$ cat src/rtl/zipdma_checkn.sv
`default_nettype none
// ============================================================================
//  Module      : zipdma_checkn
//  Description : Multi-channel Wishbone LFSR data source/sink for DMA testing.
//                Per channel: seeded read stream, write checker, byte counts,
//                saturating mismatch count, sticky error flag, first bad
//                address and programmable stall injection. A 32-bit status
//                port gives access to per-channel SEED/COUNTS/ERRCTL/FIRST.
//  Revision    : 1.0 - initial release
// ============================================================================
module zipdma_checkn #(
    parameter int  ADDRESS_WIDTH = 30,
    parameter int  BUS_WIDTH     = 64,
    parameter int  NCHAN         = 4,
    localparam int DW            = BUS_WIDTH,
    localparam int SW            = BUS_WIDTH / 8,
    localparam int AW            = ADDRESS_WIDTH - $clog2(BUS_WIDTH / 8),
    localparam int CW            = $clog2(NCHAN),
    localparam int SAW           = CW + 2
) (
    input  logic            i_clk,
    input  logic            i_reset,
    input  logic            i_wb_cyc,
    input  logic            i_wb_stb,
    input  logic            i_wb_we,
    input  logic [AW-1:0]   i_wb_addr,
    input  logic [DW-1:0]   i_wb_data,
    input  logic [SW-1:0]   i_wb_sel,
    output logic            o_wb_stall,
    output logic            o_wb_ack,
    output logic [DW-1:0]   o_wb_data,
    output logic            o_wb_err,
    input  logic            i_st_cyc,
    input  logic            i_st_stb,
    input  logic            i_st_we,
    input  logic [SAW-1:0]  i_st_addr,
    input  logic [31:0]     i_st_data,
    input  logic [3:0]      i_st_sel,
    output logic            o_st_stall,
    output logic            o_st_ack,
    output logic [31:0]     o_st_data,
    output logic            o_st_err
);
    localparam int CIW = (CW > 0) ? CW : 1;

    // Per-channel state
    logic [31:0]    seed_q      [NCHAN];
    logic [DW-1:0]  rd_lfsr_q   [NCHAN];
    logic [DW-1:0]  wr_lfsr_q   [NCHAN];
    logic [15:0]    rd_bytes_q  [NCHAN];
    logic [15:0]    wr_bytes_q  [NCHAN];
    logic [15:0]    err_cnt_q   [NCHAN];
    logic           err_flag_q  [NCHAN];
    logic [AW-1:0]  first_addr_q[NCHAN];
    logic [3:0]     stall_p_q   [NCHAN];
    logic [3:0]     stall_cnt_q [NCHAN];

    // Bus output registers
    logic           wb_ack_q;
    logic [DW-1:0]  wb_data_q;
    logic           st_ack_q;
    logic [31:0]    st_data_q;

    logic [CIW-1:0] w_wb_ch;
    logic [CIW-1:0] w_st_ch;
    logic           w_wb_req;
    logic           w_stall;
    logic           w_accept;
    logic           w_live;
    logic           w_st_req;
    logic           w_seed_wr;
    logic           w_ctl_wr;
    logic [31:0]    w_new_seed;
    logic [DW-1:0]  w_seed_init;
    logic [DW-1:0]  w_bmask;
    logic           w_mismatch;
    logic [15:0]    w_nbytes;
    logic [31:0]    w_st_rdata;

    function automatic logic [DW-1:0] lfsr_step(input logic [DW-1:0] s);
        return {s[DW-2:0], s[DW-1] ^ s[DW-2]};
    endfunction

    // Channel selection; a single-channel build has no channel bits
    generate
        if (CW > 0) begin : g_multi_chan
            assign w_wb_ch = i_wb_addr[AW-1 -: CW];
            assign w_st_ch = i_st_addr[SAW-1 -: CW];
        end else begin : g_single_chan
            assign w_wb_ch = '0;
            assign w_st_ch = '0;
        end
    endgenerate

    // Request decode, stall injection, compare and status read mux
    always_comb begin
        w_wb_req   = i_wb_cyc && i_wb_stb;
        w_stall    = w_wb_req && (stall_p_q[w_wb_ch] != 4'd0)
                     && (stall_cnt_q[w_wb_ch] == stall_p_q[w_wb_ch]);
        w_accept   = w_wb_req && !w_stall;
        w_live     = w_accept && (i_wb_sel != '0);
        w_st_req   = i_st_cyc && i_st_stb;
        w_seed_wr  = w_st_req && i_st_we && (i_st_addr[1:0] == 2'd0) && (i_st_sel != 4'd0);
        w_ctl_wr   = w_st_req && i_st_we && (i_st_addr[1:0] == 2'd2) && i_st_sel[0];
        w_new_seed = seed_q[w_st_ch];
        for (int b = 0; b < 4; b++) begin
            if (i_st_sel[b]) begin
                w_new_seed[8*b +: 8] = i_st_data[8*b +: 8];
            end
        end
        // Seed occupies the top 32 bits of the LFSR, low bits zero
        w_seed_init = DW'(w_new_seed) << (DW - 32);
        w_bmask = '0;
        for (int b = 0; b < SW; b++) begin
            w_bmask[8*b +: 8] = {8{i_wb_sel[b]}};
        end
        w_mismatch = |((i_wb_data ^ wr_lfsr_q[w_wb_ch]) & w_bmask);
        w_nbytes   = 16'($countones(i_wb_sel));
        case (i_st_addr[1:0])
            2'd0:    w_st_rdata = seed_q[w_st_ch];
            2'd1:    w_st_rdata = {wr_bytes_q[w_st_ch], rd_bytes_q[w_st_ch]};
            2'd2:    w_st_rdata = {err_cnt_q[w_st_ch], 8'h00, stall_p_q[w_st_ch],
                                   3'b000, err_flag_q[w_st_ch]};
            default: w_st_rdata = 32'(first_addr_q[w_st_ch]);
        endcase
    end

    // Bus acknowledge and read-data registers
    always_ff @(posedge i_clk or posedge i_reset) begin
        if (i_reset) begin
            wb_ack_q  <= 1'b0;
            wb_data_q <= '0;
            st_ack_q  <= 1'b0;
            st_data_q <= '0;
        end else begin
            wb_ack_q <= w_accept;
            // Read data is the pre-advance value, even when a seed load collides
            if (w_live && !i_wb_we) begin
                wb_data_q <= rd_lfsr_q[w_wb_ch];
            end
            st_ack_q <= w_st_req;
            if (w_st_req) begin
                st_data_q <= w_st_rdata;
            end
        end
    end

    // Per-channel state; a seed load overrides any same-cycle beat on that channel
    always_ff @(posedge i_clk or posedge i_reset) begin
        if (i_reset) begin
            for (int c = 0; c < NCHAN; c++) begin
                seed_q[c]       <= '0;
                rd_lfsr_q[c]    <= '0;
                wr_lfsr_q[c]    <= '0;
                rd_bytes_q[c]   <= '0;
                wr_bytes_q[c]   <= '0;
                err_cnt_q[c]    <= '0;
                err_flag_q[c]   <= 1'b0;
                first_addr_q[c] <= '0;
                stall_p_q[c]    <= '0;
                stall_cnt_q[c]  <= '0;
            end
        end else begin
            for (int c = 0; c < NCHAN; c++) begin
                if (w_seed_wr && (w_st_ch == CIW'(c))) begin
                    seed_q[c]       <= w_new_seed;
                    rd_lfsr_q[c]    <= w_seed_init;
                    wr_lfsr_q[c]    <= w_seed_init;
                    rd_bytes_q[c]   <= '0;
                    wr_bytes_q[c]   <= '0;
                    err_cnt_q[c]    <= '0;
                    err_flag_q[c]   <= 1'b0;
                    first_addr_q[c] <= '0;
                    stall_cnt_q[c]  <= '0;
                end else begin
                    if (w_ctl_wr && (w_st_ch == CIW'(c))) begin
                        stall_p_q[c]   <= i_st_data[7:4];
                        stall_cnt_q[c] <= '0;
                    end else if (w_wb_ch == CIW'(c)) begin
                        if (w_stall) begin
                            stall_cnt_q[c] <= '0;
                        end else if (w_accept && (stall_p_q[c] != 4'd0)) begin
                            stall_cnt_q[c] <= stall_cnt_q[c] + 4'd1;
                        end
                    end
                    if (w_live && (w_wb_ch == CIW'(c))) begin
                        if (!i_wb_we) begin
                            rd_lfsr_q[c]  <= lfsr_step(rd_lfsr_q[c]);
                            rd_bytes_q[c] <= rd_bytes_q[c] + w_nbytes;
                        end else begin
                            wr_lfsr_q[c]  <= lfsr_step(wr_lfsr_q[c]);
                            wr_bytes_q[c] <= wr_bytes_q[c] + w_nbytes;
                            if (w_mismatch) begin
                                err_flag_q[c] <= 1'b1;
                                if (err_cnt_q[c] != 16'hFFFF) begin
                                    err_cnt_q[c] <= err_cnt_q[c] + 16'd1;
                                end
                                if (!err_flag_q[c]) begin
                                    first_addr_q[c] <= i_wb_addr;
                                end
                            end
                        end
                    end
                end
            end
        end
    end

    assign o_wb_stall = w_stall;
    assign o_wb_ack   = wb_ack_q;
    assign o_wb_data  = wb_data_q;
    assign o_wb_err   = 1'b0;
    assign o_st_stall = 1'b0;
    assign o_st_ack   = st_ack_q;
    assign o_st_data  = st_data_q;
    assign o_st_err   = 1'b0;

endmodule
`default_nettype wire
$ cat config.mk
export PLATFORM = sky130hd
export DESIGN_NAME = zipdma_checkn
export DESIGN_NICKNAME = d
export VERILOG_FILES = /design/src/rtl/zipdma_checkn.sv
export SDC_FILE = /design/constraint.sdc
export NUM_CORES = 2
export LEC_CHECK = 0
export CAP_MARGIN = 10
export CELL_PAD_IN_SITES_DETAIL_PLACEMENT = 0
export CELL_PAD_IN_SITES_GLOBAL_PLACEMENT = 1
export CORE_ASPECT_RATIO = 1.1
export CORE_MARGIN = 1
export CORE_UTILIZATION = 41
export DETAILED_ROUTE_END_ITERATION = 10
export HOLD_SLACK_MARGIN = 0.02
export PLACE_DENSITY = 0.8
export REMOVE_ABC_BUFFERS = 1
export SLEW_MARGIN = 20
export SYNTH_ARGS = -nofsm -noshare
export SYNTH_HDL_FRONTEND = slang
export SYNTH_SLANG_ARGS = --single-unit
$ cat constraint.sdc
create_clock -name i_clk -period 44.4 [get_ports i_clk]
set_clock_uncertainty 0.1 [all_clocks]
set_input_delay 8.88 -clock i_clk [delete_from_list [all_inputs] [get_ports i_clk]]
set_output_delay 8.88 -clock i_clk [all_outputs]
set_load 0.01 [all_outputs]
======== Word level (Yosys, flattened, before mapping) ========
Cells that the tools add are included.
word-level totals
  bits in registers ....................... 1074
  bits of input ports ..................... 147
  output and inout bits ................... 102
  word-level logic and storage cells ...... 355
cells by class
  $add $sub $neg .......................... 23
  order comparisons ....................... 2
  equal/unequal tests ..................... 21
  multiplexer cells ....................... 156
  bitwise operators ....................... 16
  reductions and logical operators ........ 93
operators with widths
  cell                                                             count
  64-bit 2-to-1 mux                                                28
  16-bit 2-to-1 mux                                                50
  27-bit 2-to-1 mux                                                22
  64-bit binary-select mux with 2-bit select                       2
  16-bit by 4-bit adder with 16-bit output                         8
  4-bit 2-to-1 mux                                                 26
  16-bit binary-select mux with 2-bit select                       3
  32-bit case mux with 3 select lines                              1
  16-bit by 1-bit adder with 16-bit output, second input constant  4
  64-bit AND                                                       1
  32-bit binary-select mux with 2-bit select                       1
  32-bit 2-to-1 mux                                                2
  16-bit != test, second input constant                            4
  64-bit OR reduction                                              1
  64-bit bitwise XOR                                               1
  27-bit binary-select mux with 2-bit select                       1
  4-bit nonzero test                                               10
  8-bit 2-to-1 mux                                                 4
  2-bit AND reduction                                              16
  4-bit AND reduction                                              8
  2-bit nonzero test                                               16
  1-bit logical AND                                                28
  4-bit binary-select mux with 2-bit select                        3
  4-bit by 1-bit adder with 4-bit output, second input constant    4
  18 further kinds                                                 67

======== Depth between registers and ports, before layout ========
  depth after elaboration ................. 15
  mapped depth ............................ 17
  gate-level depth less buffers ........... 16

======== Worst setup path before layout ========
OpenSTA, ideal clock, no wires.
  path type ............................... input-to-output
  start ................................... input port i_wb_addr[25]
  end ..................................... output port o_wb_stall
  data arrival time ....................... 10.581 ns
  setup slack ............................. 24.839 ns
  cell stages on the path ................. 6
  path buffers ............................ 2
  cell sequence ........................... buf_2 > buf_4 > mux4_2 > xnor2_1 > nand4_1 > nor2_1
between the ends
  longest elaborated chain between the ends .. 7
ends and longest elaborated chain
  item                                                  line    text
  start, declared                                       26      input logic [AW-1:0] i_wb_addr,
  2-bit NOT with 3-bit output (not written as such) *   98, 99
  4-bit binary-select mux with 2-bit select             98, 99
  4-bit 2-to-1 mux (not written as such) (2 in series)  98, 99
  4-bit nonzero test                                    98      w_stall = w_wb_req && (stall_p_q[w_wb_ch] != 4'd0)
  1-bit logical AND                                     98
  1-bit logical AND *                                   99      && (stall_cnt_q[w_wb_ch] == stall_p_q[w_wb_ch]);
  end, declared                                         29      output logic o_wb_stall,
Every way passes the cells marked *; elsewhere a longest branch is shown, timed or not. The select of a mux whose other input is x is not followed.

======== Worst setup path in the final report ========
Ends and elaborated chain as after synthesis.

==> out/metrics.yaml <==
gp_congestion: 0.8725
cp.arrival_ps: 11890
cts_buffers: 113
cts_tree: "built"
rows: 138
ys.flop_type: "dfrtp_1"
start_kind: "input pin"
synth-edff-count: 0
hold_slack_ps: 385.4
setup_viol: 0
finalPower_uw: 2783
io_pins: 249
seqPwrFrac_pct: 45.3
synth_seq_area_share_pct: 50.54
fmax_mhz: 47.91
dp_slack_ps: 23510
hp-class: "flip-flop to flip-flop"
avgSynthCellArea_um2: 10.09
die_h_um: 379.7
finalHoldViolations: 0
drive_gt1_share_pct: 12.86
drt_first_pass_iters: 6
wl_per_cell_um: 23.64
vias_per_cell: 5.913
antenna_found_initial: 8
clk_latency_ps: 750
antenna_cells: 0
rsz0062_at_grt: "no"
clk_pin_slew_ps: 50
use_met1_pct: 34.44
yosysWarnings: 0
netlist-cell-type-count: 63
synthCells: 5269
synthesis.area_um2: 53180
slew_headroom_pct: 23.57
period_minus_slack_ps: 20870
status: "complete, no violations"
postPlaceCellArea_um2: 57030
dieArea_um2: 131100
fin_ws_ps: 23530
power.clock.fraction_pct: 36.0
grt_start_max_net_pins: 147
clock-sinks: 1074
overflow: 0
cpMaxStageDelayCell: "clkdlybuf4s50_1"
core_area_um2: 128600
die_w_um: 345.4
post_cts_buffers: 0
cts_resized: 0
grt-busiest-layer: "met2"
switching_share_pct: 29.29
post-route-period-util_pct: 47.01
critPathRequiredTime_ps: 35420
cts_buffer_depth: 3
syn_to_final_growth_pct: 14.61
async_flop_share_pct: 100.0
grt_pass1_wl_um: 260100
synth_seq_cells: 1074
ir_worst_vdd_mv: 0.03452
tns_ps: 0
io_buffers: 245
crit_buf_inv: 2
drv_slew: 0
cp_slowest_stage_delay_ps: 620
route.detailed.drc: 0
nNetsFinal: 5544
root_buffer: "clkbuf_16"
start_util_pct: 41.34
max-cap-violations: 0
worst_pin_slew_ps: 1146
crit_path_end_kind: "primary output"
grt_usage_pct: 25.68
p_per_area_nw_per_um2: 45.66
critPathTopFamily: "simple AND/OR/NAND/NOR gates"
p_leak_uw: 0.02630
dp_hpwl_um: 106700
grt_pass1_vias: 42770
critPathKind: "input pin to primary output"
cp_cell_sequence: "buf_8, mux4_2, xnor2_1, nand4_1, nor2_1, clkdlybuf4s50_1"
worstPathMaxFanout: 43
combPwrFrac_pct: 18.6
cts.htree.levels: 3
postCtsHoldBufs: 0
vias: 42040
ant_nets: 0
fin_area_um2: 60950
globalRouteMet2Util_pct: 41.61
switching_power_uw: 815.0
routed_wl_um: 168100
drt_iter0_drc: 3604
intPower_uw: 1968
use_met3_pct: 4.097
[metal layers]
layer | share of wire (%) | vias up
li1 | - | 18520
met1 | 41 | 21460
met2 | 48 | 1705
met3 | 7.3 | 333
met4 | 4.0 | 10
met5 | 0.039 | -
[worst register-to-register path: stages, from the launching register on]
cell	delay [ps]
dfrtp_1	440
mux4_2	500
xnor2_1	160
nand4_1	580
o21ai_1	870
nand2b_4	870
buf_4	540
nor3_4	70
buf_4	350
nand2_1	170
a31oi_1	90
[power groups by stage]
| stage | Combinational [uW] | Sequential (uW) | Clock (uW) |
|---|---|---|---|
| after floorplan | 340 | 1240 | 0 |
| after global placement | 504 | 1270 | 0 |
| after detailed placement | 518 | 1270 | 0 |
| after CTS | 521 | 1260 | 1020 |
| after global routing | 572 | 1280 | 1050 |
| final | 519 | 1260 | 1000 |
[path summary, 6_finish.rpt]
| check | startpoint | endpoint | slack (ps) | depth (start not counted) |
|---|---|---|---|---|
| worst min register to register | o_st_data[14] | o_st_data[14] | 390 | 2 |
| max in group asynchronous | i_reset | wr_bytes_q[11] | 31960 | 6 |
| worst max-delay path | i_wb_addr[25] | o_wb_stall | 23530 | 6 |
| min in group asynchronous | i_reset | rd_lfsr_q[137] | 8580 | 2 |
| worst min-delay path | o_st_data[14] | o_st_data[14] | 390 | 2 |
| worst max register to register | stall_cnt_q[4] | rd_lfsr_q[235] | 39490 | 10 |
[layout make-up]
class | count | area [um2]
multi-input combinational | 3787 | 24870
clock buffer | 171 | 3357
sequential | 1074 | 26880
inverter | 35 | 138.9
fill | 11740 | 67690
clock inverter | 40 | 549.3
timing repair buffer | 322 | 3057
tap | 1680 | 2102
[placed cells by master, fill, tap and decap left out, drive strengths merged, types with 17 or more instances in the layout]
cell type / synthesis / layout
xor2: 67 / 67
nand3: 138 / 138
mux4: 264 / 264
ha: 52 / 52
clkinv: 0 / 22
mux2: 128 / 128
or3: 27 / 27
nor3: 17 / 17
xnor2: 110 / 110
nor2b: 18 / 18
o21ai: 126 / 126
mux2i: 56 / 56
inv: 35 / 42
buf: 83 / 82
a211oi: 20 / 20
a31oi: 267 / 267
dfrtp: 1074 / 1074
nor2: 564 / 564
a21oi: 366 / 366
clkdlybuf4s50: 0 / 239
nand2: 1280 / 1280
o31ai: 24 / 24
nand4: 50 / 50
clkbuf: 292 / 172
o211ai: 24 / 24
or4: 37 / 37
and3: 40 / 40
[synthesized netlist by cell type, types with 10 or more instances]
cell | count | area (um2)
a211oi_1 | 20 | 150.1
a21oi_1 | 365 | 1827
a31oi_1 | 267 | 1670
and2_1 | 12 | 75.07
and3_1 | 40 | 250.2
and4_1 | 10 | 87.58
buf_1 | 41 | 153.9
buf_2 | 26 | 130.1
buf_4 | 14 | 105.1
clkbuf_1 | 292 | 1096
dfrtp_1 | 1074 | 26880
fa_1 | 12 | 240.2
ha_1 | 52 | 650.6
inv_1 | 34 | 127.6
mux2_2 | 128 | 1441
mux2i_1 | 56 | 560.5
mux4_2 | 264 | 5946
nand2_1 | 1280 | 4805
nand3_1 | 138 | 690.7
nand4_1 | 50 | 312.8
nor2_1 | 561 | 2106
nor2b_1 | 18 | 112.6
nor3_1 | 15 | 75.07
o211ai_1 | 23 | 172.7
o21ai_0 | 119 | 595.6
o31ai_1 | 24 | 180.2
or3_1 | 27 | 168.9
or4_1 | 37 | 277.8
xnor2_1 | 110 | 963.4
xor2_1 | 67 | 586.8
[per-stage QoR]
stage               instances  utilization, %
floorplan                4896               -
finish                   7109           47.38
detailed placement       6898           44.33
CTS                      7109           47.37
global route             7109           47.38
global placement         6898           44.33
[state kept, by name, summed over array words and instances (netlist names)]
register / cells
err_cnt_q: 64
err_flag_q: 4
first_addr_q: 108
o_st_ack: 1
o_st_data: 32
o_wb_ack: 1
o_wb_data: 64
rd_bytes_q: 64
rd_lfsr_q: 256
seed_q: 128
stall_cnt_q: 16
stall_p_q: 16
wr_bytes_q: 64
wr_lfsr_q: 256
[cells by family after synthesis]
kind of cell / synth area share (%)
and+or+nand+nor: 17.41
DFF: 50.54
AOI/OAI and AO/OA: 9.428
muxes: 14.95
buffers and inverters: 3.082
xor gates and xnor gates: 2.915
adders and majority gates: 1.675
other: 0.007052
(Power assumes the default switching activity.)
